$ cat src/rtl/xor_fold_sig.sv
// Per-channel XOR fold of IN_W-bit words down to OUT_W bits, either per beat or
// as a running signature over a frame, behind a single registered output stage.
module xor_fold_sig #(
    parameter int unsigned IN_W  = 16,
    parameter int unsigned OUT_W = 8,
    parameter int unsigned CH    = 2,
    parameter int unsigned CNT_W = 8
) (
    input  logic                  clk,
    input  logic                  rst_n,
    input  logic                  mode,
    input  logic                  in_valid,
    output logic                  in_ready,
    input  logic [CH*IN_W-1:0]    in_data,
    input  logic                  in_last,
    output logic                  out_valid,
    input  logic                  out_ready,
    output logic [CH*OUT_W-1:0]   out_data,
    output logic [CNT_W-1:0]      out_cnt,
    output logic                  busy
);

    localparam int unsigned SLICES = IN_W / OUT_W;
    localparam int unsigned DW     = CH * OUT_W;

    generate
        if (OUT_W == 0 || (IN_W % OUT_W) != 0) begin : g_bad_width
            $error("xor_fold_sig: IN_W must be a non-zero multiple of OUT_W");
        end
    endgenerate

    typedef enum logic {
        IDLE = 1'b0,
        ACC  = 1'b1
    } state_t;

    state_t            state;
    logic              m_q;
    logic [DW-1:0]     acc;
    logic [CNT_W-1:0]  cnt;

    logic [DW-1:0]     fold_in;
    logic [CNT_W-1:0]  cnt_inc;
    logic              accept;

    // XOR all OUT_W-bit slices of each channel word together
    function automatic logic [DW-1:0] fold(input logic [CH*IN_W-1:0] x);
        logic [DW-1:0] r;
        r = '0;
        for (int unsigned c = 0; c < CH; c++) begin
            for (int unsigned k = 0; k < SLICES; k++) begin
                r[c*OUT_W +: OUT_W] = r[c*OUT_W +: OUT_W] ^ x[c*IN_W + k*OUT_W +: OUT_W];
            end
        end
        return r;
    endfunction

    assign fold_in  = fold(in_data);
    assign cnt_inc  = (cnt == {CNT_W{1'b1}}) ? cnt : cnt + CNT_W'(1);
    assign in_ready = !out_valid || out_ready;
    assign accept   = in_valid && in_ready;
    assign busy     = (state == ACC) || out_valid;

    always_ff @(posedge clk) begin
        if (!rst_n) begin
            state     <= IDLE;
            m_q       <= 1'b0;
            acc       <= '0;
            cnt       <= '0;
            out_valid <= 1'b0;
            out_data  <= '0;
            out_cnt   <= '0;
        end else begin
            // a transfer empties the slot unless a new result lands below
            if (out_valid && out_ready) begin
                out_valid <= 1'b0;
            end
            if (accept) begin
                case (state)
                    IDLE: begin
                        m_q <= mode;
                        if (!mode || in_last) begin
                            out_data  <= fold_in;
                            out_cnt   <= CNT_W'(1);
                            out_valid <= 1'b1;
                        end else begin
                            acc   <= fold_in;
                            cnt   <= CNT_W'(1);
                            state <= ACC;
                        end
                    end
                    ACC: begin
                        // frame was opened in accumulate mode; mode input is ignored here
                        if (in_last || !m_q) begin
                            out_data  <= acc ^ fold_in;
                            out_cnt   <= cnt_inc;
                            out_valid <= 1'b1;
                            acc       <= '0;
                            cnt       <= '0;
                            state     <= IDLE;
                        end else begin
                            acc <= acc ^ fold_in;
                            cnt <= cnt_inc;
                        end
                    end
                    default: state <= IDLE;
                endcase
            end
        end
    end

endmodule

$ cat config.mk
export PLATFORM = sky130hd
export DESIGN_NAME = xor_fold_sig
export DESIGN_NICKNAME = d
export VERILOG_FILES = /design/src/rtl/xor_fold_sig.sv
export SDC_FILE = /design/constraint.sdc
export NUM_CORES = 1
export LEC_CHECK = 0
export CORE_ASPECT_RATIO = 1.2
export CORE_UTILIZATION = 47
export CTS_BUF_LIST = sky130_fd_sc_hd__clkbuf_4
export DETAILED_ROUTE_END_ITERATION = 10
export GPL_TIMING_DRIVEN = 0
export PLACE_DENSITY = 0.77
export SYNTH_ARGS = -nofsm -noshare
export SYNTH_HDL_FRONTEND = slang
export SYNTH_SLANG_ARGS = --single-unit
$ cat constraint.sdc
create_clock -name clk -period 3 [get_ports clk]
set_clock_uncertainty 0.15 [all_clocks]
set_input_delay 0.6 -clock clk [delete_from_list [all_inputs] [get_ports clk]]
set_output_delay 0.6 -clock clk [all_outputs]
set_load 0.02 [all_outputs]
==> results.md, run 1 <==
* Detailed-placement wirelength estimate at between 4 and 5 mm
* Tcrit/Tclk final at 0.922
* Vias in the first global route at between 2000 and 2500
* Grt ovf at 0
* H-Tree Depth at 2
* Critical path's largest stage delay at between 0.6 and 0.7 ns
* Unrepaired setup endpoints after global routing: false
* Post-synth top cells: nand2_1 (57), dfxtp_1 (51), a21oi_1 (40), o21ai_0 (32), nand3_1 (23)
* FF-to-FF Start: state
* CTS Buf Count at 5
* Remaining antenna violation count after routing at 0
* Port buffer count at 62
* Area leader, netlist: dfxtp_1
* Hold_sp: out_data[14]
* Total GRT Usage at 0.220
* CP Buf/Inv Count at 3
* Final setup margin at ~0.23 ns
* Gr busiest metal: met2
* Horiz. Die Dim at around 70 µm
* Setup violators final at 0
* Worst R2R Path Depth at 6
* FF-to-FF setup slack at ~1.1 ns
* Post-synth cell types at 47
* CTS Buffer Depth at 2
* Initial antenna violation count at 0
* Top_reg_cell synth: dfxtp_1
* Syn Nets at 371
* Vias per cell at between 5 and 6
* Synth warnings at 0
* Worst hold slack at a little over 0.3 ns
* Die Y at roughly 84 µm
* Register area share after synthesis at 0.390
* Final hold vios at 0
* Post-route setup TNS at 0 ns
* Status: complete, no violations
* Min Tclk post-route at approximately 2.8 ns
* Routed WL at around 6.3 mm
* Most frequent cell after synthesis: nand2_1
* Share of cells above drive strength 1 at 0.0798
* Hold path cells at 2
* Clk_lat worst skew at ~0.37 ns
* Crit path kind: in2out
* Critical Path Sink Type: output port
* Clock sink total at 51
* Syn-to-layout area delta at 29.4%
* Max cap viols at 0
* FF+latch count, synth at between 50 and 60
* Relative slew slack at 0.508
* Core area at between 5000 and 6000 µm²
* Largest net degree at the start of global routing at 20
* Ant diodes at 0
* Delay-heaviest family, CP: buffers and inverters
* CTS tree: yes
* Worst slew pin tran at roughly 0.73 ns
* Leak at 0.00121 µW
* Clock transition at path regs at 0.14 ns
* CP cell instances: clkdlybuf4s50_1, and2b_4, inv_2, clkdlybuf4s50_1
* Initial Util at 0.491
* Met2 Track Usage GR at 0.380
* Worst Setup Start Kind: input pin
* Worst Hold Endpoint: out_data[14]
* Drt drc at 0
* GP Congestion at about 0.84
* Final Max Slew Viols at 0
* Fin nets at roughly 440
* Overall power at ~1400 µW
* Arrival time at the worst endpoint at about 2 ns
* Post-synth EDFFs at 0
* Area of the die at 5870 µm²
* Met3 GRT Util at 0.0435
* FF-to-FF End: out_data[4]
* Final core utilization at 0.635
* Pre-CTS WS at ~0.24 ns
* Top cells by area, synth: dfxtp_1 (39%), nand2_1 (8.2%), a21oi_1 (7.6%)
* Post-Syn Area at ~2600 µm²
* Mapped Avg Cell Area at about 8 µm²
* Worst-path cell with the longest stage delay: clkdlybuf4s50_1
* WP data required at approximately 2.3 ns
* Crit-path max FO at 8
* First-pass GRT wire length at approximately 11 mm
* Routed len/inst at around 14 µm
* Drt pass-1 iters at 7
* Post-Synthesis Cells at 332
* DR vias at 2562
* Core Rows at 29
* DR iter-0 viols at between 100 and 150
* Cell mode on critical path: clkdlybuf4s50_1
* Io pins at 65
* Met1 capacity usage during global routing at 0.268
* Post-synth ARST share at 0
* Max VDD drop at ~0.00027 V
* Power Dens Cells at approximately 420 nW/µm²
* Synth top area share at 0.390
* Clk root buf: clkbuf_4
* Fmax at roughly 360 MHz
* Hold WC Path Type: reg2reg
[how the worst max path moves through the flow]
stage / start / to / slack, ns / cells past startpoint
after floorplan: out_ready / out_cnt[6] / 1.11 / 5
after global routing: out_ready / in_ready / 0.18 / 4
after CTS: out_ready / in_ready / 0.23 / 4
final: out_ready / in_ready / 0.23 / 4
after detailed placement: out_ready / in_ready / 0.24 / 4
after global placement: out_ready / in_ready / 0.24 / 4
[metrics by stage]
| stage | cells | instance area [µm²] |
|---|---|---|
| 6_report | 463 | 3390 |
| 4_1_cts | 463 | 3390 |
| 2_1_floorplan | 332 | 2620 |
| 3_3_place_gp | 456 | 3320 |
| 3_5_place_dp | 456 | 3320 |
| 5_1_grt | 463 | 3390 |
[worst register-to-register path, cell delays in order (launching register included)]
cell     delay, ns
dfxtp_1       0.45
mux2i_1       0.34
o211a_1       0.20
buf_2         0.24
buf_4         0.22
nand2_1       0.07
a21oi_1       0.14
[layout by cell type (no fill, tap or decap), types with 5 or more instances in the layout]
cell type	netlist	layout
dfxtp_1	51	51
o21ai_0	32	32
nor2_1	21	21
clkbuf_4	0	5
nand3_1	23	23
xnor2_1	16	16
buf_2	9	9
nand2_1	57	57
a21oi_1	40	40
xor2_1	17	17
clkdlybuf4s50_1	0	62
[state kept, by name, indices dropped and copies added (netlist names)]
signal and flops:
out_valid 1, state 1, acc 16, cnt 8, out_cnt 8, out_data 16
m_q 1
[kinds of logic after synthesis]
kind of cell / share of synthesized area
buf+inv: 0.0492
compound gates: 0.213
simple gates: 0.217
xor+xnor: 0.110
fa+ha+maj: 0.00478
flops: 0.390
mux: 0.0153
[cell type report]
cell class | count | area, µm²
Clock inverter | 3 | 38.8
Tap cell | 62 | 77.6
Inverter | 4 | 17.5
Buffer | 20 | 108
Fill cell | 497 | 1950
Timing Repair Buffer | 62 | 621
Sequential cell | 51 | 1020
Multi-Input combinational cell | 256 | 1470
Clock buffer | 5 | 37.5
[routing by layer]
layer  vias up  routed length (µm)
met5         -                   0
met4         0                  76
met3         8                 277
met2        73                3090
met1      1194                2840
li1       1287                   -
[timing repair]
item                       CTS  global route
resized for setup            0             0
setup endpoints to repair    1             0
setup buffers                0             0
hold buffers                 0             0
[power by group]
| group | leakage [µW] | internal [µW] | switching [µW] |
|---|---|---|---|
| combinational | 0.000750 | 144 | 164 |
| clock | 0.0000426 | 172 | 221 |
| sequential | 0.000415 | 710 | 19.7 |
| total | 0.00121 | 1030 | 405 |
Power figures use the tool's default switching activity.
==> inputs of run 2 (changes only) <==
--- a/config.mk
+++ b/config.mk
@@ -6,11 +6,12 @@
 export NUM_CORES = 1
 export LEC_CHECK = 0
 export CORE_ASPECT_RATIO = 1.2
-export CORE_UTILIZATION = 47
+export CORE_UTILIZATION = 55
 export CTS_BUF_LIST = sky130_fd_sc_hd__clkbuf_4
 export DETAILED_ROUTE_END_ITERATION = 10
 export GPL_TIMING_DRIVEN = 0
-export PLACE_DENSITY = 0.77
+export PLACE_DENSITY = 0.88
+export SKIP_LAST_GASP = 1
 export SYNTH_ARGS = -nofsm -noshare
 export SYNTH_HDL_FRONTEND = slang
 export SYNTH_SLANG_ARGS = --single-unit
==> results.md, run 2 (synthesized netlist as in run 1, its figures left out) <==
* Status: complete, no violations (unchanged)
* GP Congestion at 0.861 (was 0.837)
* DR vias at 2613 (was 2562)
* Critical path's largest stage delay at 0.64 ns (was 0.63 ns)
* Unrepaired setup endpoints after global routing: false (unchanged)
* H-Tree Depth at 2 (unchanged)
* Hold WC Path Type: reg2reg (unchanged)
* Crit-path max FO at 8 (unchanged)
* Final Max Slew Viols at 0 (unchanged)
* Hold path cells at 2 (unchanged)
* CP cell instances: clkdlybuf4s50_1, and2b_4, inv_2, clkdlybuf4s50_1 (unchanged)
* Max cap viols at 0 (unchanged)
* Setup violators final at 0 (unchanged)
* Met3 GRT Util at 0.0574 (was 0.0435)
* Gr busiest metal: met2 (unchanged)
* Power Dens Cells at 401 nW/µm² (was 422 nW/µm²)
* Drt drc at 0 (unchanged)
* Largest net degree at the start of global routing at 16 (was 20)
* Routed len/inst at 14.4 µm (was 13.6 µm)
* Drt pass-1 iters at 4 (was 7)
* Resized Gates After CTS at 0 (unchanged)
* Initial antenna violation count at 0 (unchanged)
* CP Buf/Inv Count at 3 (unchanged)
* Syn-to-layout area delta at 28.3% (was 29.4%)
* Horiz. Die Dim at 65.0 µm (was 70.1 µm)
* Grt ovf at 0 (unchanged)
* Io pins at 65 (unchanged)
* Fin nets at 439 (unchanged)
* Biggest regs: acc: 16 flops, out_data: 16 flops (unchanged)
* Area occupied by multi-input gates at 1470 µm² (unchanged)
* Fillers at 377 (was 497)
* Min Tclk post-route at 2.79 ns (was 2.77 ns)
* Leak at 0.00119 µW (was 0.00121 µW)
* Die Y at 77.6 µm (was 83.8 µm)
* Seq. cell area at 1020 µm² (unchanged)
* Crit path kind: in2out (unchanged)
* Worst Setup Start Kind: input pin (unchanged)
* DR iter-0 viols at 161 (was 106)
* Worst slew pin tran at 0.722 ns (was 0.731 ns)
* Routed WL at 6.60 mm (was 6.29 mm)
* Final hold vios at 0 (unchanged)
* Detailed-placement wirelength estimate at 4.84 mm (was 4.56 mm)
* Worst Hold Endpoint: out_data[3] (was out_data[14])
* Area of the die at 5040 µm² (was 5870 µm²)
* WP data required at 2.25 ns (about the same)
* Core Rows at 27 (was 29)
* Arrival time at the worst endpoint at 2.04 ns (was 2.02 ns)
* Overall power at 1350 µW (was 1430 µW)
* Worst R2R Path Depth at 5 (was 6)
* Share of cells above drive strength 1 at 0.0773 (was 0.0798)
* Core area at 4590 µm² (was 5330 µm²)
* Vias per cell at 5.69 (was 5.53)
* Vias in the first global route at 2453 (was 2368)
* Post-cts hold buffer count at 0 (unchanged)
* Relative slew slack at 0.514 (was 0.508)
* Fmax at 359 MHz (was 362 MHz)
* Commonest non-fill, non-tap cell in the layout: clkdlybuf4s50_1 (unchanged)
* Hold_sp: out_data[3] (was out_data[14])
* First-pass GRT wire length at 11.0 mm (was 10.6 mm)
* Port buffer count at 62 (unchanged)
* Clock transition at path regs at 0.14 ns (about the same)
* CTS Buf Count at 5 (unchanged)
* FF-to-FF Start: state (unchanged)
* Delay-heaviest family, CP: buffers and inverters (unchanged)
* Initial Util at 0.570 (was 0.491)
* Max VDD drop at 0.000333 V (was 0.000273 V)
* Clock sink total at 51 (unchanged)
* Worst-path cell with the longest stage delay: clkdlybuf4s50_1 (unchanged)
* Remaining antenna violation count after routing at 0 (unchanged)
* CTS tree: yes (unchanged)
* Total GRT Usage at 0.280 (was 0.220)
* Most frequent cells in the layout: clkdlybuf4s50_1 (62), nand2_1 (57), dfxtp_1 (51) (unchanged)
* Met1 capacity usage during global routing at 0.318 (was 0.268)
* Cell mode on critical path: clkdlybuf4s50_1 (unchanged)
* Clk_lat worst skew at 0.38 ns (was 0.37 ns)
* Critical Path Sink Type: output port (unchanged)
* FF-to-FF End: acc[14] (was out_data[4])
* Met2 Track Usage GR at 0.488 (was 0.380)
* Post-route setup TNS at 0 ns (unchanged)
* Ant diodes at 0 (unchanged)
* Tcrit/Tclk final at 0.929 (was 0.922)
* FF-to-FF setup slack at 1.11 ns (was 1.14 ns)
* CTS Buffer Depth at 2 (unchanged)
* Post-CTS setup buffer count at 0 (unchanged)
* Clk root buf: clkbuf_4 (unchanged)
==> run 2: cell types whose count changed in the layout (fill, tap and decap cells not counted) <==
cell / previous run / this run
clkinvlp_4: 0 / 1
bufinv_16: 1 / 0
clkinv_1: 1 / 2
clkinv_2: 1 / 0
==> run 2: cell type report <==
cell class / instances / area share
buffer: 20 / 0.0320
multi-input combinational: 256 / 0.437
clock inverter: 3 / 0.00447
clock buffer: 5 / 0.0112
inverter: 4 / 0.00521
sequential: 51 / 0.304
timing repair buffer: 62 / 0.185
tap: 58 / 0.0216
==> run 2: worst max-delay path by stage <==
stage          cells after the start          to      start  slack (ns)
2_1_floorplan                      5  out_cnt[6]  out_ready        1.11
3_3_place_gp                       4    in_ready  out_ready        0.24
3_5_place_dp                       4    in_ready  out_ready        0.23
4_1_cts                            4        busy      state       0.008
5_1_grt                            4    in_ready  out_ready        0.18
6_report                           4    in_ready  out_ready        0.21
==> run 2: through the flow <==
step                instances  instance area, µm²  hold WS [ns]   util  worst slack (ns)
detailed placement        452                3310         0.295  0.721             0.229
CTS                       460                3360         0.314  0.732           0.00805
global route              459                3360         0.338  0.731             0.179
finish                    459                3360         0.311  0.731             0.214
global placement          452                3310         0.290  0.721             0.239
floorplan                 332                2620         0.312      -              1.11
==> run 2: tightest hold or removal path, cell delays in order, from the launching register on <==
cell and delay, ns:
dfxtp_1 0.33, nand2_1 0.05, a21oi_1 0.05
==> run 2: where the power goes <==
group | total [µW] | internal [µW] | leakage (µW) | switching (µW)
Combinational | 309 | 144 | 0.000750 | 165
Sequential | 731 | 710 | 0.000415 | 20.4
Clock | 309 | 86.4 | 0.0000263 | 223
==> run 2: layer usage <==
layer	share of wire	vias to the layer above
met5	0	-
met4	0.027	0
met3	0.048	14
met2	0.52	101
met1	0.41	1215
li1	-	1283
==> inputs of run 3 (changes only) <==
==> constraint.sdc (replaced) <==
create_clock -name clk -period 3 [get_ports clk]
set_clock_uncertainty 0.15 [all_clocks]
set_input_delay 0.3 -clock clk [delete_from_list [all_inputs] [get_ports clk]]
set_output_delay 0.3 -clock clk [all_outputs]
set_load 0.02 [all_outputs]
==> results.md, run 3 (synthesized netlist as in run 1, its figures left out) <==
* Drt pass-1 iters at 4 (unchanged)
* Power Dens Cells at 400 nW/µm² (was 401 nW/µm²)
* Post-CTS setup buffer count at 0 (unchanged)
* Area of the die at 5040 µm² (unchanged)
* Vias per cell at 5.65 (was 5.69)
* DR vias at 2599 (was 2613)
* Tcrit/Tclk final at 0.895 (was 0.929)
* Horiz. Die Dim at 65.0 µm (unchanged)
* DP Area at 3310 µm² (unchanged)
* Routed WL at 6.58 mm (was 6.60 mm)
* Overall power at 1340 µW (was 1350 µW)
* Syn-to-layout area delta at 28.5% (was 28.3%)
* Seq. cell area at 1020 µm² (unchanged)
* Crit-path max FO at 10 (was 8)
* Status: complete, no violations (unchanged)
* CTS tree: yes (unchanged)
* Post-cts hold buffer count at 0 (unchanged)
* Core Rows at 27 (unchanged)
* GP Congestion at 0.861 (unchanged)
* Hold_sp: in_valid (was out_data[3])
* Clk root buf: clkbuf_4 (unchanged)
* Initial Util at 0.570 (unchanged)
* Final Max Slew Viols at 0 (unchanged)
* Drt drc at 0 (unchanged)
* Initial antenna violation count at 0 (unchanged)
* Pre-CTS WS at 0.747 ns (was 0.229 ns)
* Fmax at 372 MHz (was 359 MHz)
* H-Tree Depth at 2 (unchanged)
* Io pins at 65 (unchanged)
* Ant diodes at 0 (unchanged)
* Biggest regs: acc: 16 flops, out_data: 16 flops (unchanged)
* Resized Gates After CTS at 0 (unchanged)
* Area occupied by multi-input gates at 1470 µm² (unchanged)
* Arrival time at the worst endpoint at 2.24 ns (was 2.04 ns)
* Remaining antenna violation count after routing at 0 (unchanged)
* Die Y at 77.6 µm (unchanged)
* Max cap viols at 0 (unchanged)
* Worst Setup Start Kind: flop (was input pin)
* Critical Path Sink Type: output port (unchanged)
* FF-to-FF Start: state (unchanged)
* Post-route setup TNS at 0 ns (unchanged)
* CP startpoint: state (was out_ready)
* Finished Cell Area at 3360 µm² (about the same)
* Fin nets at 440 (was 439)
* Largest net degree at the start of global routing at 16 (unchanged)
* Final hold vios at 0 (unchanged)
* Worst slew pin tran at 0.728 ns (was 0.722 ns)
* Relative slew slack at 0.510 (was 0.514)
* Detailed-placement wirelength estimate at 4.84 mm (unchanged)
* Core area at 4590 µm² (unchanged)
* Port buffer count at 62 (unchanged)
* Clock sink total at 51 (unchanged)
* Crit path kind: reg2out (was in2out)
* Max VDD drop at 0.000325 V (was 0.000333 V)
* Vias in the first global route at 2453 (unchanged)
* First-pass GRT wire length at 11.0 mm (unchanged)
* Routed len/inst at 14.3 µm (was 14.4 µm)
* Clock transition at path regs at 0.15 ns (was 0.14 ns)
* Grt ovf at 0 (unchanged)
* CTS Buffer Depth at 2 (unchanged)
* WP data required at 2.55 ns (was 2.25 ns)
* Commonest non-fill, non-tap cell in the layout: clkdlybuf4s50_1 (unchanged)
* Total GRT Usage at 0.280 (unchanged)
* Final setup margin at 0.314 ns (was 0.214 ns)
* Setup violators final at 0 (unchanged)
* Unrepaired setup endpoints after global routing: false (unchanged)
* Most frequent cells in the layout: clkdlybuf4s50_1 (62), nand2_1 (57), dfxtp_1 (51) (unchanged)
* Clk_lat worst skew at 0.38 ns (about the same)
* Fillers at 377 (unchanged)
* Share of cells above drive strength 1 at 0.0771 (was 0.0773)
* Leak at 0.00119 µW (about the same)
* Final core utilization at 0.732 (was 0.731)
* Hold WC Path Type: in2reg (was reg2reg)
* DR iter-0 viols at 192 (was 161)
* Min Tclk post-route at 2.69 ns (was 2.79 ns)
* CTS Buf Count at 5 (unchanged)
-- run 3: cell count changes in the layout (fill, tap and decap cells not counted) --
cell,change
clkbuf_1,+1
-- run 3: worst paths after layout --
kind	end	slack (ns)	cells after the start
worst max-delay path	busy	0.31	4
worst min-delay path	m_q	0.04	3
worst max register to register	out_data[7]	1.15	6
worst min register to register	out_data[3]	0.31	2
-- run 3: final cells by class --
cell class	count	area share
buffer	21	0.0331
clock buffer	5	0.0112
clock inverter	3	0.00446
inverter	4	0.00521
multi-input combinational	256	0.436
sequential	51	0.304
tap	58	0.0216
timing repair buffer	62	0.185
-- run 3: power breakdown --
part	switching [µW]	internal (µW)	total, µW
Sequential	20.3	710	730
Combinational	165	145	310
Clock	218	86.3	305
Total	404	941	1340
-- run 3: per-stage QoR --
stage	hold WS [ns]	std cells
after detailed placement	0.295	452
after floorplan	0.312	332
after CTS	0.0451	460
after global placement	0.290	452
final	0.0441	460
after global routing	0.0533	460
-- run 3: routing by layer --
layer / GRT usage / up-vias / wire (µm)
li1: - / 1284 / -
met1: 0.318 / 1201 / 2630
met2: 0.488 / 102 / 3430
met3: 0.0574 / 12 / 353
met4: 0.140 / 0 / 162
met5: 0 / - / 0
-- run 3: critical path, stage by stage (launching register included) --
cell,delay (ns)
dfxtp_1,0.44
buf_2,0.26
clkbuf_1,0.38
or2_2,0.19
clkdlybuf4s50_1,0.59
